**src/rtl/keypad_pkg.sv**
```systemverilog
// Shared types and sizes for the 4x4 keypad scanner.
package keypad_pkg;

    localparam int NUM_COLS = 4;
    localparam int COL_W    = 2;
    localparam int ROW_W    = 2;
    localparam int KEY_W    = COL_W + ROW_W;

    // Debounce/hold state of the single tracked key
    typedef enum logic [1:0] {
        IDLE,
        DEBOUNCE,
        PRESSED,
        RELEASE
    } state_t;

    // What one full column sweep saw
    typedef enum logic [1:0] {
        NONE,
        ONE,
        MULTI
    } sweep_t;

endpackage

```
**src/rtl/keypad_if.sv**
```systemverilog
// Scanner <-> matrix/consumer signal bundle. The scanner is the master: it
// drives the column select and the key outputs, the matrix drives the rows.
interface keypad_if;
    import keypad_pkg::*;

    logic [COL_W-1:0] col_sel;
    logic [ROW_W-1:0] row_idx;
    logic             row_valid;
    logic [KEY_W-1:0] key_code;
    logic             key_valid;
    logic             key_held;

    modport master (
        output col_sel, key_code, key_valid, key_held,
        input  row_idx, row_valid
    );

    modport slave (
        input  col_sel, key_code, key_valid, key_held,
        output row_idx, row_valid
    );

endinterface

```
**src/rtl/keypad_scan_timebase.sv**
```systemverilog
// Column dwell divider and column counter. sample is high on the last dwell
// cycle of each column, the cycle on which the synced row is taken.
module scan_timebase
    import keypad_pkg::*;
#(
    parameter int SCAN_DIV = 4
) (
    input  logic             clk,
    input  logic             reset,
    output logic [COL_W-1:0] col_sel,
    output logic             sample
);

    localparam int DIV_W = $clog2(SCAN_DIV);

    logic [DIV_W-1:0] div;

    assign sample = (div == DIV_W'(SCAN_DIV - 1));

    // Count dwell cycles; advance the column (wrapping 3 -> 0) after the sample
    always_ff @(posedge clk or posedge reset) begin
        if (reset) begin
            div     <= '0;
            col_sel <= '0;
        end else if (sample) begin
            div     <= '0;
            col_sel <= col_sel + COL_W'(1);
        end else begin
            div     <= div + DIV_W'(1);
        end
    end

endmodule

```
**src/rtl/keypad_scanner.sv**
```systemverilog
// Keypad scanner: synchronizes the row encoder, merges one sample per column
// into a sweep result and debounces presses/releases over whole sweeps.
module keypad_scanner
    import keypad_pkg::*;
#(
    parameter int SCAN_DIV       = 4,
    parameter int DEBOUNCE_SCANS = 3,
    parameter int CNT_W          = 2
) (
    input  logic     clk,
    input  logic     reset,
    keypad_if.master bus
);

    logic [COL_W-1:0] col_sel;
    logic             sample;
    logic [ROW_W:0]   sync_p0;
    logic [ROW_W:0]   sync_p1;
    logic [1:0]       hits;
    logic [1:0]       hits_next;
    logic [KEY_W-1:0] hit_code;
    logic [KEY_W-1:0] code_next;
    logic             col_hit;
    logic             eval;
    sweep_t           result;
    state_t           state;
    logic [KEY_W-1:0] cand;
    logic [CNT_W-1:0] cnt;

    localparam logic [CNT_W-1:0] CNT_LAST = CNT_W'(DEBOUNCE_SCANS - 1);

    function automatic logic [CNT_W-1:0] sat_inc(input logic [CNT_W-1:0] v);
        return (v == '1) ? v : v + CNT_W'(1);
    endfunction

    scan_timebase #(.SCAN_DIV(SCAN_DIV)) u_timebase (
        .clk     (clk),
        .reset   (reset),
        .col_sel (col_sel),
        .sample  (sample)
    );

    assign bus.col_sel = col_sel;

    // Two-flop synchronizer for the asynchronous {row_valid, row_idx}
    always_ff @(posedge clk or posedge reset) begin
        if (reset) begin
            sync_p0 <= '0;
            sync_p1 <= '0;
        end else begin
            sync_p0 <= {bus.row_valid, bus.row_idx};
            sync_p1 <= sync_p0;
        end
    end

    // hits saturates at 2: anything beyond one valid column is MULTI
    assign col_hit   = sample && sync_p1[ROW_W];
    assign hits_next = !col_hit ? hits : ((hits == 2'd0) ? 2'd1 : 2'd2);
    assign code_next = (col_hit && hits == 2'd0) ? {col_sel, sync_p1[ROW_W-1:0]}
                                                 : hit_code;
    assign eval      = sample && (col_sel == COL_W'(NUM_COLS - 1));
    assign result    = (hits_next == 2'd0) ? NONE :
                       (hits_next == 2'd1) ? ONE  : MULTI;

    // Sweep accumulators; cleared on the column-3 evaluation cycle
    always_ff @(posedge clk or posedge reset) begin
        if (reset) begin
            hits     <= 2'd0;
            hit_code <= '0;
        end else if (eval) begin
            hits     <= 2'd0;
            hit_code <= '0;
        end else if (sample) begin
            hits     <= hits_next;
            hit_code <= code_next;
        end
    end

    // Debounce FSM, stepped once per sweep; outputs registered alongside
    always_ff @(posedge clk or posedge reset) begin
        if (reset) begin
            state         <= IDLE;
            cand          <= '0;
            cnt           <= '0;
            bus.key_code  <= '0;
            bus.key_valid <= 1'b0;
            bus.key_held  <= 1'b0;
        end else begin
            bus.key_valid <= 1'b0;
            if (eval) begin
                case (state)
                    IDLE: begin
                        if (result == ONE) begin
                            cand  <= code_next;
                            cnt   <= CNT_W'(1);
                            state <= DEBOUNCE;
                        end
                    end
                    DEBOUNCE: begin
                        if (result != ONE) begin
                            state <= IDLE;
                        end else if (code_next != cand) begin
                            cand <= code_next;
                            cnt  <= CNT_W'(1);
                        end else if (cnt >= CNT_LAST) begin
                            state         <= PRESSED;
                            bus.key_code  <= cand;
                            bus.key_valid <= 1'b1;
                            bus.key_held  <= 1'b1;
                        end else begin
                            cnt <= sat_inc(cnt);
                        end
                    end
                    PRESSED: begin
                        if (result == NONE) begin
                            cnt   <= CNT_W'(1);
                            state <= RELEASE;
                        end
                    end
                    RELEASE: begin
                        if (result != NONE) begin
                            state <= PRESSED;
                        end else if (cnt >= CNT_LAST) begin
                            state        <= IDLE;
                            bus.key_held <= 1'b0;
                        end else begin
                            cnt <= sat_inc(cnt);
                        end
                    end
                    default: state <= IDLE;
                endcase
            end
        end
    end

endmodule

```
**src/flat_wrapper.sv**
```systemverilog
// flat-port wrapper written by rule: the top's interface ports become plain ports
module keypad_scanner_flat import keypad_pkg::*;
#(
    parameter int SCAN_DIV       = 4,
    parameter int DEBOUNCE_SCANS = 3,
    parameter int CNT_W          = 2
)
  (clk, reset, bus_col_sel, bus_key_code, bus_key_valid, bus_key_held, bus_row_idx, bus_row_valid);
  keypad_if bus_i ();
  input  logic clk;
  input  logic reset;
  output wire logic [$bits(bus_i.col_sel)-1:0] bus_col_sel;
  output wire logic [$bits(bus_i.key_code)-1:0] bus_key_code;
  output wire logic [$bits(bus_i.key_valid)-1:0] bus_key_valid;
  output wire logic [$bits(bus_i.key_held)-1:0] bus_key_held;
  input wire logic [$bits(bus_i.row_idx)-1:0] bus_row_idx;
  input wire logic [$bits(bus_i.row_valid)-1:0] bus_row_valid;
  assign bus_col_sel = bus_i.col_sel;
  assign bus_key_code = bus_i.key_code;
  assign bus_key_valid = bus_i.key_valid;
  assign bus_key_held = bus_i.key_held;
  assign bus_i.row_idx = bus_row_idx;
  assign bus_i.row_valid = bus_row_valid;
  keypad_scanner #(.SCAN_DIV(SCAN_DIV), .DEBOUNCE_SCANS(DEBOUNCE_SCANS), .CNT_W(CNT_W)) u_core (.clk(clk), .reset(reset), .bus(bus_i));
endmodule
```
**config.mk**
```make
export PLATFORM = sky130hd
export DESIGN_NAME = keypad_scanner_flat
export DESIGN_NICKNAME = d
export VERILOG_FILES = /design/src/rtl/keypad_pkg.sv /design/src/rtl/keypad_if.sv /design/src/rtl/keypad_scan_timebase.sv /design/src/rtl/keypad_scanner.sv /design/src/flat_wrapper.sv
export SDC_FILE = /design/constraint.sdc
export NUM_CORES = 1
export LEC_CHECK = 0
export BUFFER_PORTS_ARGS = -buffer_cell sky130_fd_sc_hd__buf_2
export CAP_MARGIN = 20
export CORE_AREA = 5 5 68 54
export CTS_CLUSTER_DIAMETER = 30
export DETAILED_ROUTE_END_ITERATION = 8
export DIE_AREA = 0 0 73 59
export GPL_ROUTABILITY_DRIVEN = 0
export GPL_TIMING_DRIVEN = 0
export PLACE_DENSITY = 0.71
export RECOVER_POWER = 25
export SYNTH_ARGS = -nofsm -noshare
export SYNTH_HDL_FRONTEND = slang
export SYNTH_HIERARCHICAL = 1
export SYNTH_SLANG_ARGS = --single-unit
```
**constraint.sdc**
```tcl
create_clock -name clk -period 2 [get_ports clk]
set_input_delay 0.3 -clock clk [delete_from_list [all_inputs] [get_ports clk]]
set_output_delay 0.3 -clock clk [all_outputs]
set_load 0.005 [all_outputs]
```
# After elaboration in Yosys (flattened, before gate mapping)
# Cells that the tools add are included.
[word_totals]
reg_bits = 30
out_inout_bits = 8
[op_classes]
n_mux = 40
add_sub_neg = 3
n_bitwise = 2
n_reduce_logical = 16
n_eq_ne = 21
n_lt_le_gt_ge = 1
[op_table]
columns = ["op", "count"]
rows = [
  ["2-bit 2-to-1 mux", 20],
  ["4-bit 2-to-1 mux", 6],
  ["2-bit case mux with 4 select lines", 2],
  ["5-bit AND reduction", 3],
  ["2-bit by 1-bit != test with 1-bit output (second input constant)", 6],
  ["2-bit equality test (second input constant)", 5],
  ["1-bit 2-to-1 mux", 10],
  ["2-bit zero test", 4],
  ["4-bit case mux with 2 select lines", 1],
  ["2-bit nonzero test", 4],
  ["7-bit AND reduction", 1],
  ["2-bit by 1-bit adder with 2-bit output (second input constant)", 3],
  ["2-bit by 1-bit equality test with 1-bit output (second input constant)", 3],
  ["2-bit != test (second input constant)", 3],
  ["3-bit by 1-bit != test with 1-bit output (second input constant)", 2],
  ["6-bit AND reduction", 1],
  ["4-bit != test", 1],
  ["1-bit logical AND", 3],
  ["3-bit by 2-bit != test with 1-bit output (second input constant)", 1],
  ["2-bit greater-or-equal comparator (second input constant)", 1],
  ["1-bit inverter", 2],
  ["1-bit case mux with 2 select lines", 1],
]

# Logic depth before layout (Yosys ltp)
[logic_depth]
word_depth = 10
depth_mapped = 7
depth_no_buf = 6

# Hierarchy
# Netlist, hierarchy kept.
[by_module_without_submodules]
columns = ["module", "area_each_um2", "instances", "cells_per_inst"]
rows = [
  ["keypad_scanner", 1311.3, 1, 117],
  ["scan_timebase", 153.9, 1, 11],
]

# Least setup slack after synthesis
# No wires, ideal clock.
[synth_path]
path_type = "reg2reg"
from = "register u_core.u_timebase.div[0]"
to = "register u_core.cand[0]"
setup_slack_ps = -162
n_path_buf = 1
setup_ps = 79
arrival_time_ps = 2083
required_ps = 1921
synth_period_minus_slack_ps = 2162
stages_incl_launch_ff = 8
cell_sequence = "dfrtp_1 > ha_1 > and4bb_1 > buf_6 > mux2i_1 > a211o_1 > o41ai_4 > mux2i_1"
[synth_via]
elab_chain_len = 9
[synth_lines]
columns = ["item", "line", "text"]
rows = [
  ["from (decl)", "keypad_scan_timebase.sv:16", "logic [DIV_W-1:0] div;"],
  ["from (signal assigned)", "keypad_scan_timebase.sv:29", "div <= div + DIV_W'(1);"],
  ["2-bit equality test (*)", "keypad_scan_timebase.sv:18", "assign sample = (div == DIV_W'(SCAN_DIV - 1));"],
  ["net u_core.sample", "keypad_scanner.sv:16", "logic sample;"],
  ["1-bit logical AND", "keypad_scanner.sv:57", "assign col_hit = sample && sync_p1[ROW_W];"],
  ["2-bit 2-to-1 mux", "keypad_scanner.sv:58", "assign hits_next = !col_hit ? hits : ((hits == 2'd0) ? 2'd1 : 2'd2);"],
  ["2-bit by 1-bit equality test with 1-bit output", "keypad_scanner.sv:63", "(hits_next == 2'd1) ? ONE : MULTI;"],
  ["2-bit 2-to-1 mux", "keypad_scanner.sv:63", ""],
  ["2-bit 2-to-1 mux", "keypad_scanner.sv:62", "assign result = (hits_next == 2'd0) ? NONE :"],
  ["2-bit by 1-bit != test with 1-bit output / 2-bit by 1-bit equality test with 1-bit output (equally long branches)", "keypad_scanner.sv:100, keypad_scanner.sv:93", ""],
  ["2-bit != test (no source line) / 2-bit by 1-bit != test with 1-bit output (equally long branches)", "n/a", ""],
  ["5-bit AND reduction (no source line)", "n/a", ""],
  ["to (signal assigned)", "keypad_scanner.sv:94", "cand <= code_next;"],
  ["to (signal assigned)", "keypad_scanner.sv:103", "cand <= code_next;"],
  ["to (decl)", "keypad_scanner.sv:27", "logic [KEY_W-1:0] cand;"],
]
# The timed path passes the listed nets; every way through them passes the cells marked *. The select of a mux whose other input is x is not followed.
# A chain may end at the register's enable or synchronous reset.

# Final worst setup path
[layout_path]
from = "register u_core.u_timebase.div[0]"
to = "register u_core.state[0]"
[layout_via]
elab_chain_len = 9
[layout_lines]
columns = ["item", "line", "text"]
rows = [
  ["2-bit equality test (*)", "keypad_scan_timebase.sv:18", ""],
  ["net u_core.sample", "keypad_scanner.sv:16", ""],
  ["1-bit logical AND", "keypad_scanner.sv:57", ""],
  ["2-bit 2-to-1 mux", "keypad_scanner.sv:58", ""],
  ["2-bit by 1-bit equality test with 1-bit output", "keypad_scanner.sv:63", ""],
  ["2-bit 2-to-1 mux", "keypad_scanner.sv:63", ""],
  ["2-bit 2-to-1 mux", "keypad_scanner.sv:62", ""],
  ["2-bit by 1-bit != test with 1-bit output (tied with other cells)", "keypad_scanner.sv:100", "if (result != ONE) begin"],
  ["3-bit by 2-bit != test with 1-bit output (no source line) (tied with other cells)", "n/a", ""],
  ["6-bit AND reduction (no source line) / 2-bit case mux with 4 select lines (equally long branches)", "n/a", ""],
  ["to (signal assigned)", "keypad_scanner.sv:96", "state <= DEBOUNCE;"],
  ["to (signal assigned)", "keypad_scanner.sv:101", "state <= IDLE;"],
  ["to (signal assigned)", "keypad_scanner.sv:106", "state <= PRESSED;"],
  ["to (decl)", "keypad_scanner.sv:26", "state_t state;"],
]
# The timed path passes the listed nets; every way through them passes the cells marked *.

==> flow_summary.yaml <==
final_layout:
  area_growth_pct: 29.4
  layout-drive-gt1-share_pct: 37.3
  multi_input_area_um2: 756
  final_nets: 169
  final_cell_mix: "dfrtp_1, inv_1, buf_2"
  seqCellArea_um2: 753
  final_common_cell: "dfrtp_1"
  diodes: 0
  fillers: 228
die:
  die_h_um: 59
  core_um2: 2890
  dieArea_um2: 4310
  rows: 17
  die_x_um: 73
  ios: 13
  initial_utilization_pct: 50.6
detailed_routing:
  drt_iter0_markers: 71
  finalWirelength_um: 3250
  drcViolationCount: 0
  drtAntennaViolNets: 0
  drtPass1Iterations: 4
  vias: 1081
  wl_per_cell_um: 16.3
  viasPerCell: 5.43
clock_network:
  worstSkewPairLatency_ns: 0.28
  clk_path_buf_depth: 2
  h-tree-depth: 2
  cts.clk_slew.worst_paths_ns: 0.06
  numClockSinks: 30
  tritoncts: "yes"
  cts_made_buffers: 5
  cts-root-buf: "clkbuf_8"
outcome:
  status: "finished, violations left"
  violations: "setup timing"
synth:
  synth_edf_count: 0
  yosysWarnings: 6
  synthCells: 128
  ys_seq_area_share_pct: 51.2
  synth_nets: 137
  synth_area_um2: 1470
  synth_async_sr_flop_share_pct: 100
  synth_ff_type: "dfrtp_1"
  synth-seq-cells: 30
  syn_area_per_cell_um2: 11.4
  synth_cell_types: 41
timing:
  hold_viol_final: 0
  period_minus_slack_ns: 2.14
  finalMaxSlewViolations: 0
  holdWs_ns: 0.126
  tightestPinTransition_ns: 1.10
  timing.fmax_ghz: 0.467
  finalCritPeriodShare_pct: 107
  finalClockSkew_ns: 0.00633
  worst_slack_ns: -0.142
  maxSlewHeadroom_pct: 26.8
  rsz0062_at_grt: "true"
  setup_viol: 12
setup_path:
  rr_startpoint: "u_core/u_timebase/div[0]$_DFF_PP0_"
  critPathMaxFanout: 5
  cpMostUsedCell: "buf_4"
  crit_start: "u_core/u_timebase/div[0]$_DFF_PP0_"
  critPathCapture: "u_core/state[0]$_DFFE_PP0P_"
  path_class: "reg2reg"
  cp-end-kind: "flop"
  r2r_cells: 9
  critPathArrivalTime_ns: 2.28
  critPathLaunchType: "flop"
  reg2reg_setup_slack_ns: -0.14
  path_cells: "ha_4 > and4bb_4 > buf_4 > nor2_4 > a211oi_4 > buf_4 > buf_4 > o41ai_2 > o221ai_1"
  max_stage_delay_ns: 0.41
  cp_slowest_cell: "dfrtp_1"
  rr_endpoint: "u_core/state[0]$_DFFE_PP0P_"
  worstPathRequired_ns: 2.14
global_routing:
  antenna_found_initial: 0
  grt_pass1_wl_um: 5240
  grt_use_total_pct: 16.4
  grt_pass1_vias: 1102
  overflow: 0
  grt_max_degree: 27
pwr:
  power.density_nw_per_um2: 735
  leakagePower_nw: 0.920
  ir_drop_v: 0.000521
flow_run:
  drv_cap: 0
placed_design:
  portBuffers: 12
  dpl.hpwl_um: 2070
  pre_cts_ws_ns: -0.339
worst_hold_path:
  whs_path_depth: 1
  hp-class: "in2reg"
[report_power, final]
part	leakage, nW	total (mW)	switching (mW)	internal (mW)
combinational	0.482	0.227	0.124	0.103
sequential	0.389	0.670	0.0342	0.636
clock	0.0482	0.496	0.219	0.277
total	0.920	1.39	0.377	1.02
[synth_stat cells, types with 2 or more instances]
library cell	number	share of area, %
inv_1	13	3.3
xor2_1	4	2.4
o21ai_0	4	1.4
mux2i_1	7	4.8
and3_2	2	1.0
a211o_1	2	1.2
buf_6	2	1.5
nor2_1	12	3.1
nand3_1	2	0.68
xnor2_1	2	1.2
nand2_1	6	1.5
ha_1	4	3.4
a21oi_1	3	1.0
mux2_2	4	3.1
dfrtp_1	30	51
nand2b_1	3	1.3
nor2b_1	2	0.85
nor4_1	2	0.85
a211oi_1	2	1.0
[area by class of cell]
type                            count  area share, %
Inverter                           13           2.57
Timing Repair Buffer               26           9.50
Clock inverter                      1          0.264
Buffer                              3          0.990
Multi-Input combinational cell     81           39.9
Sequential cell                    30           39.7
Tap cell                           38           2.51
Clock buffer                        7           4.55
[flip-flops by register name, indices dropped and copies added, names as in the netlist, 2 cells and up]
register,cells
u_core/cnt,2
u_core/u_timebase/div,2
u_core/hit_code,4
u_core/sync_p1,3
u_core/u_timebase/col_sel,2
u_core/state,2
u_core/hits,2
u_core/sync_p0,3
u_core/cand,4
u_core/bus.key_code,4
[stage by stage]
stage / total power [mW] / area [µm²] / util (%) / TNS, ns / instances
after detailed placement: 0.821 / 1590 / 55.0 / -2.67 / 178
after global routing: 1.47 / 1900 / 65.5 / -1.80 / 199
final: 1.39 / 1900 / 65.5 / -1.08 / 199
after CTS: 1.35 / 1810 / 62.5 / -1.81 / 196
after floorplan: 0.783 / 1480 / - / -0.295 / 128
after global placement: 0.811 / 1590 / 55.0 / -2.47 / 178
[how the worst min path moves through the flow]
stage,startpoint,end
after floorplan,reset,u_core/u_timebase/col_sel[0]$_DFFE_PP0N_
after global placement,reset,u_core/u_timebase/div[1]$_DFF_PP0_
after detailed placement,reset,u_core/u_timebase/col_sel[0]$_DFFE_PP0N_
after CTS,bus_row_idx[0],u_core/sync_p0[0]$_DFF_PP0_
after global routing,bus_row_idx[0],u_core/sync_p0[0]$_DFF_PP0_
final,bus_row_valid,u_core/sync_p0[2]$_DFF_PP0_
[cells by family (layout without fill, tap and decap cells)]
group	Yosys count	in the layout	synth area share [%]
buffers and inverters	17	50	5.38
and+or+nand+nor	37	37	15.2
adders and majority gates	4	4	3.42
AOI/OAI and AO/OA	23	23	13.3
muxes	11	11	7.86
xor gates and xnor gates	6	6	3.59
DFF	30	30	51.2
[repair_timing]
item	CTS	global route
hold endpoints to repair	4	0
setup endpoints to repair	12	12
pin swaps	4	8
cloned	0	0
hold buffers	1	0
resized for setup	7	16
buffers inserted	9	3
[routing by layer]
layer	vias up	routed length [µm]	track usage, %	share of wire, %
met5	-	0	0	0
met1	534	1430	19.5	44
met3	2	156	6.27	4.8
li1	517	-	-	-
met2	28	1650	27.0	51
met4	0	12	5.79	0.37
[critical path, delay by kind of cell (launching register included)]
kind / cells / cell delay [ns]
compound gates: 3 / 0.57
buf+inv: 3 / 0.47
flops: 1 / 0.41
simple gates: 2 / 0.35
fa+ha+maj: 1 / 0.20
Note: power is estimated with default switching activity, not from simulation.
